### config.mk
export PLATFORM = sky130hd
export DESIGN_NAME = adpll_gain_scheduler
export DESIGN_NICKNAME = d
export VERILOG_FILES = /design/src/rtl/adpll_pkg.sv /design/src/rtl/sync_edge_detect.sv /design/src/rtl/adpll_gain_scheduler.sv
export SDC_FILE = /design/constraint.sdc
export NUM_CORES = 1
export LEC_CHECK = 0
export BUFFER_PORTS_ARGS = -buffer_cell sky130_fd_sc_hd__buf_2
export CAP_MARGIN = 20
export CORE_ASPECT_RATIO = 1.4
export CORE_MARGIN = 2
export CORE_UTILIZATION = 57
export CTS_BUF_LIST = sky130_fd_sc_hd__clkbuf_2 sky130_fd_sc_hd__clkbuf_4 sky130_fd_sc_hd__clkbuf_8
export DETAILED_ROUTE_END_ITERATION = 8
export PLACE_DENSITY = 0.92
export SLEW_MARGIN = 30
export SYNTH_ARGS = -nofsm -noshare
export SYNTH_HDL_FRONTEND = slang
export SYNTH_SLANG_ARGS = --single-unit
### constraint.sdc
create_clock -name fpga_clk_i -period 2.97 [get_ports fpga_clk_i]
set_clock_uncertainty 0.05 [all_clocks]
set_input_delay 0.297 -clock fpga_clk_i [delete_from_list [all_inputs] [get_ports fpga_clk_i]]
set_output_delay 0.297 -clock fpga_clk_i [all_outputs]
set_load 0.05 [all_outputs]
### src/rtl/adpll_pkg.sv
// Shared state encoding and default loop-gain constants for the ADPLL control
// blocks (gain scheduler, phase detectors).
package adpll_pkg;

    typedef enum logic [1:0] {
        ST_IDLE    = 2'd0,
        ST_ACQUIRE = 2'd1,
        ST_TRACK   = 2'd2,
        ST_LOCKED  = 2'd3
    } state_e;

    localparam int          LOCK_THRESH_DEF   = 4;
    localparam int          UNLOCK_THRESH_DEF = 16;
    localparam int          LOCK_COUNT_DEF    = 16;
    localparam int          UNLOCK_COUNT_DEF  = 4;

    localparam logic [2:0]  KP_ACQ_DEF = 3'b110;
    localparam logic [3:0]  KI_ACQ_DEF = 4'b0100;
    localparam logic [2:0]  KP_TRK_DEF = 3'b010;
    localparam logic [3:0]  KI_TRK_DEF = 4'b0010;
    localparam logic [2:0]  KP_LCK_DEF = 3'b001;
    localparam logic [3:0]  KI_LCK_DEF = 4'b0001;

    function automatic int max_int(input int a, input int b);
        return (a > b) ? a : b;
    endfunction

endpackage

### src/rtl/sync_edge_detect.sv
// Two-flop synchronizer for an asynchronous level plus a registered
// single-cycle rising-edge strobe in the destination clock domain.
module sync_edge_detect (
    input  logic clk,
    input  logic rst_n,
    input  logic async_i,
    output logic rise_o
);

    logic meta_q, meta_d;
    logic sync_q, sync_d;
    logic prev_q, prev_d;
    logic rise_q, rise_d;

    always_comb begin
        meta_d = async_i;
        sync_d = meta_q;
        prev_d = sync_q;
        rise_d = sync_q & ~prev_q;
    end

    // NOTE: sequential state uses non-blocking (<=) so every flop samples the
    // pre-edge value of its neighbour; blocking here would collapse the chain.
    always_ff @(posedge clk or negedge rst_n) begin
        if (!rst_n) begin
            meta_q <= 1'b0;
            sync_q <= 1'b0;
            prev_q <= 1'b0;
            rise_q <= 1'b0;
        end else begin
            meta_q <= meta_d;
            sync_q <= sync_d;
            prev_q <= prev_d;
            rise_q <= rise_d;
        end
    end

    assign rise_o = rise_q;

endmodule

### src/rtl/adpll_gain_scheduler.sv
// Gear-shifting gain scheduler: walks IDLE -> ACQUIRE -> TRACK -> LOCKED on
// runs of small phase error and drops back to ACQUIRE on a run of large error.
module adpll_gain_scheduler
    import adpll_pkg::*;
#(
    parameter int                     PDET_WIDTH    = 8,
    parameter int                     KP_WIDTH      = 3,
    parameter int                     KI_WIDTH      = 4,
    parameter logic [PDET_WIDTH-1:0]  LOCK_THRESH   = PDET_WIDTH'(LOCK_THRESH_DEF),
    parameter logic [PDET_WIDTH-1:0]  UNLOCK_THRESH = PDET_WIDTH'(UNLOCK_THRESH_DEF),
    parameter int                     LOCK_COUNT    = LOCK_COUNT_DEF,
    parameter int                     UNLOCK_COUNT  = UNLOCK_COUNT_DEF,
    parameter logic [KP_WIDTH-1:0]    KP_ACQ        = KP_WIDTH'(KP_ACQ_DEF),
    parameter logic [KI_WIDTH-1:0]    KI_ACQ        = KI_WIDTH'(KI_ACQ_DEF),
    parameter logic [KP_WIDTH-1:0]    KP_TRK        = KP_WIDTH'(KP_TRK_DEF),
    parameter logic [KI_WIDTH-1:0]    KI_TRK        = KI_WIDTH'(KI_TRK_DEF),
    parameter logic [KP_WIDTH-1:0]    KP_LCK        = KP_WIDTH'(KP_LCK_DEF),
    parameter logic [KI_WIDTH-1:0]    KI_LCK        = KI_WIDTH'(KI_LCK_DEF)
) (
    input  logic                         fpga_clk_i,
    input  logic                         reset_i,
    input  logic                         start_i,
    input  logic                         sample_i,
    input  logic signed [PDET_WIDTH-1:0] error_i,
    output logic                         pll_enable_o,
    output logic [KP_WIDTH-1:0]          kp_o,
    output logic [KI_WIDTH-1:0]          ki_o,
    output logic [1:0]                   state_o,
    output logic                         locked_o,
    output logic                         lock_lost_o
);

    localparam int               CNT_W        = $clog2(max_int(LOCK_COUNT, UNLOCK_COUNT)) + 1;
    localparam logic [CNT_W-1:0] LOCK_CNT_V   = CNT_W'(LOCK_COUNT);
    localparam logic [CNT_W-1:0] UNLOCK_CNT_V = CNT_W'(UNLOCK_COUNT);
    localparam logic [CNT_W-1:0] CNT_MAX      = '1;

    logic strobe;

    sync_edge_detect u_sample_sync (
        .clk     (fpga_clk_i),
        .rst_n   (reset_i),
        .async_i (sample_i),
        .rise_o  (strobe)
    );

    state_e                state_q, state_d;
    logic [CNT_W-1:0]      good_q, good_d;
    logic [CNT_W-1:0]      bad_q, bad_d;
    logic                  lost_q, lost_d;
    logic                  en_q, en_d;
    logic                  locked_q, locked_d;
    logic [KP_WIDTH-1:0]   kp_q, kp_d;
    logic [KI_WIDTH-1:0]   ki_q, ki_d;

    logic [PDET_WIDTH-1:0] err_mag;
    logic                  err_good;
    logic                  err_bad;
    logic [CNT_W-1:0]      good_inc;
    logic [CNT_W-1:0]      bad_inc;

    // The most negative code has no positive twin; clamp it to the largest magnitude.
    always_comb begin
        err_mag = error_i;
        if (error_i[PDET_WIDTH-1]) begin
            if (error_i[PDET_WIDTH-2:0] == '0) begin
                err_mag = {1'b0, {(PDET_WIDTH-1){1'b1}}};
            end else begin
                err_mag = -error_i;
            end
        end
    end

    assign err_good = (err_mag <= LOCK_THRESH);
    assign err_bad  = (err_mag >  UNLOCK_THRESH);
    assign good_inc = (good_q == CNT_MAX) ? good_q : good_q + 1'b1;
    assign bad_inc  = (bad_q  == CNT_MAX) ? bad_q  : bad_q  + 1'b1;

    // NOTE: every variable driven here gets a default first, so no path leaves
    // one unassigned and no latch is inferred.
    always_comb begin
        state_d = state_q;
        good_d  = good_q;
        bad_d   = bad_q;
        lost_d  = 1'b0;

        case (state_q)
            ST_IDLE: begin
                good_d = '0;
                bad_d  = '0;
                if (start_i) state_d = ST_ACQUIRE;
            end
            ST_ACQUIRE, ST_TRACK: begin
                if (strobe) begin
                    if (!err_good) begin
                        good_d = '0;
                    end else if (good_inc >= LOCK_CNT_V) begin
                        state_d = (state_q == ST_ACQUIRE) ? ST_TRACK : ST_LOCKED;
                        good_d  = '0;
                    end else begin
                        good_d = good_inc;
                    end
                end
            end
            ST_LOCKED: begin
                if (strobe) begin
                    if (!err_bad) begin
                        bad_d = '0;
                    end else if (bad_inc >= UNLOCK_CNT_V) begin
                        state_d = ST_ACQUIRE;
                        good_d  = '0;
                        bad_d   = '0;
                        lost_d  = 1'b1;
                    end else begin
                        bad_d = bad_inc;
                    end
                end
            end
            default: state_d = ST_IDLE;
        endcase

        // Dropping start_i overrides any gear change decided above.
        if (state_q != ST_IDLE && !start_i) begin
            state_d = ST_IDLE;
            good_d  = '0;
            bad_d   = '0;
            lost_d  = 1'b0;
        end
    end

    always_comb begin
        en_d     = (state_d != ST_IDLE);
        locked_d = (state_d == ST_LOCKED);
        kp_d     = KP_ACQ;
        ki_d     = KI_ACQ;
        case (state_d)
            ST_TRACK: begin
                kp_d = KP_TRK;
                ki_d = KI_TRK;
            end
            ST_LOCKED: begin
                kp_d = KP_LCK;
                ki_d = KI_LCK;
            end
            default: ;
        endcase
    end

    always_ff @(posedge fpga_clk_i or negedge reset_i) begin
        if (!reset_i) begin
            state_q  <= ST_IDLE;
            good_q   <= '0;
            bad_q    <= '0;
            lost_q   <= 1'b0;
            en_q     <= 1'b0;
            locked_q <= 1'b0;
            kp_q     <= KP_ACQ;
            ki_q     <= KI_ACQ;
        end else begin
            state_q  <= state_d;
            good_q   <= good_d;
            bad_q    <= bad_d;
            lost_q   <= lost_d;
            en_q     <= en_d;
            locked_q <= locked_d;
            kp_q     <= kp_d;
            ki_q     <= ki_d;
        end
    end

    assign state_o      = state_q;
    assign pll_enable_o = en_q;
    assign locked_o     = locked_q;
    assign lock_lost_o  = lost_q;
    assign kp_o         = kp_q;
    assign ki_o         = ki_q;

endmodule

==> impl_metrics.ini <==
[clocking]
htree_num_levels = 1
cts_buffer_depth = 2
clk_latency_ps = 310
hold_buffers = 1
cts_tree = yes
cts_setup_buffers = 0
post_cts_resized = 0
clk_pin_slew_ps = 110
clkSinkCount = 22
numCtsBuffers = 3
clockRootBuffer = clkbuf_4

[floorplan]
ioPinCount = 24
initial_core_util = 0.593
rows = 21
dieArea_um2 = 2850
dieHeight_um = 62.4
dieWidth_um = 45.7
core_area_um2 = 2340

[placed_design]
gp_congestion = 0.802
hpwl_mm = 2.25
placed_area_um2 = 1490
port_buffers = 22
dp.cells = 187

[critical_path]
crit_path_start_kind = primary input
path_cells = buf_2, or3_4, o41a_1, o22a_2, a311oi_4, and2_4, mux2_4
cp.required_ps = 3120
cp_slowest_stage_delay_ps = 410
cp_max_fo = 5
critPathKind = primary input to register
cp-end-kind = register
reg2reg_slack_ps = 760
slowest_stage = or3_4
worstPathArrival_ps = 2380

[timing]
layout_min_cycle_time_ps = 2230
tns_ps = 0
tightest_slew_ps = 767
fmax_ghz = 0.449
hold_violations = 0
setup_violations = 0
rsz0062_at_grt = false
slew_headroom = 0.481
slew_viol_final = 0
min_period_over_period = 0.750

[layout]
utilization = 0.655
design_area_um2 = 1530
n_antenna_cell = 0
syn_to_final_growth_pct = 10.5
nets = 188
final_layout_size_suffix_gt1_frac = 0.219
fill_cells = 185
finalNonFillerCells = 192

[drt]
num_vias = 1215
drc_errors = 0
avgRoutedWirePerCell_um = 15.1
ant_nets = 0
routed_wl_mm = 2.90
viasPerCell = 6.33
drt-initial-drc-count = 47
firstDrtPassIters = 4

[power]
peakVddDrop_mv = 0.625
powerDensity_nw_per_um2 = 525
p_total_uw = 805
p_leak_uw = 0.000732

[logic_synthesis]
yosys_warnings = 0
synth_flop_cell = dfrtp_1
synth-edff-count = 0
ys_seq_area_frac = 0.399
synth_top_cell_area_share = 0.361
yosysTopAreaCell = dfrtp_1
synth_seq_cells = 22
syn_area_per_cell_um2 = 9.37
synth_nets = 166
synthArstFlopShare = 1.00
synth_area_um2 = 1390
synthDistinctLibCells = 45
synth.area.top_cells = dfrtp_1 (36%), ha_1 (5.4%), dfstp_2 (3.8%)
synth_cells = 148

[global_routing]
antenna_found_initial = 0
grt_pass1_wl_mm = 4.95
grt_pass1_vias = 1246
track_usage = 0.227
grt_max_degree = 23
grt_overflow_total = 0

[min_path]
hold_class = primary input to register

[run]
drv_cap = 0

[outcome]
status = finished, final reports clean
[report_power, final]
| group | total [uW] | internal, uW | leakage [uW] | switching [uW] |
|---|---|---|---|---|
| clock | 146 | 61.6 | 0.0000184 | 84.2 |
| combinational | 329 | 115 | 0.000425 | 215 |
| sequential | 330 | 317 | 0.000288 | 12.8 |
| total | 805 | 493 | 0.000732 | 312 |
[per-stage QoR]
step / hold WS, ps / setup slack, ps
after detailed placement: 225 / 419
after global routing: 27.7 / 622
after global placement: 218 / 493
after floorplan: -48.6 / 673
after CTS: 33.0 / 748
final: 36.5 / 743
[cells by family (layout without fill, tap and decap cells)]
logic type,after synthesis,in the layout,synth area share
flops,22,22,0.399
xor+xnor,1,1,0.00632
buf+inv,19,40,0.0623
mux,5,5,0.0406
compound gates,38,38,0.209
simple gates,56,56,0.227
other cells,1,1,0.00270
fa+ha+maj,6,6,0.0542
[state kept, by name, indices dropped and copies added, names as in the netlist]
signal and cells:
lock_lost_o 1, state_o 2, u_sample_sync.prev_q 1, pll_enable_o 1, u_sample_sync.prev_d 1, u_sample_sync.meta_q 1, bad_q 5, ki_o 2
u_sample_sync.rise_o 1, good_q 5, kp_o 2
[final timing paths]
| check | from | endpoint | depth (start not counted) |
|---|---|---|---|
| max | error_i[1] | good_q[1]$_DFFE_PN0P_ | 7 |
| min | sample_i | u_sample_sync.meta_q$_DFF_PN0_ | 1 |
| max reg2reg | bad_q[0]$_DFFE_PN0P_ | pll_enable_o$_DFF_PN0_ | 8 |
| min reg2reg | u_sample_sync.meta_q$_DFF_PN0_ | u_sample_sync.prev_d$_DFF_PN0_ | 0 |
| max in group asynchronous | reset_i | kp_o[1]$_DFF_PN1_ | 2 |
| min in group asynchronous | reset_i | state_o[1]$_DFF_PN0_ | 2 |
[synthesized netlist by cell type, types with 2 or more instances]
master     number
nand3_1         4
a2bb2oi_1       3
a21o_1          2
ha_1            6
nor3b_1         3
nor2_1         11
a31oi_1         2
and2_1          5
nor2b_1         6
nand4_1         2
nor3_1          4
mux2i_1         3
o31ai_1         2
a21oi_1         8
nand2_1         8
inv_1          12
clkbuf_1        3
or3_1           2
and3_1          3
buf_4           4
dfstp_2         2
dfrtp_1        20
o21ai_0         8
nand3b_1        3
nand4b_1        2
[per-layer routing]
layer	vias to the layer above	part of all wire	GRT usage	routed length, um
met1	570	0.40	0.262	1160
met3	12	0.053	0.0262	154
met2	61	0.52	0.393	1500
met4	0	0.027	0.103	79
met5	-	0	0	0
li1	572	-	-	-
[placed cells by master (no fill, tap or decap), types with 2 or more instances in the layout]
cell        n
clkbuf_4    4
nand3b_1    3
nor2b_1     6
dfstp_2     2
a21o_1      2
or3_1       2
nand4_1     2
and3_1      3
a21oi_1     8
nor3b_1     3
ha_1        6
and2_1      5
mux2i_1     3
nor2_1     11
buf_2      22
a31oi_1     2
nor3_1      4
o21ai_0     8
nand2_1     8
inv_1      12
nand3_1     4
nand4b_1    2
dfrtp_1    20
a2bb2oi_1   3
o31ai_1     2
[area by class of cell]
cell class              instances  area (um^2)  area share
clock buffers                   4         30.0      0.0196
inverters                      12         45.0      0.0294
multi-input cells             107          747       0.488
flip-flops and latches         22          553       0.361
well taps                      23         28.8      0.0188
repair buffers                 24          128      0.0833
[worst max-delay path: cells and delay by family]
family          cells  cell delay, ps
simple gates        2             650
compound gates      3            1010
buf+inv             1             130
mux                 1             290
No activity file was read; power rests on OpenSTA's default activity.
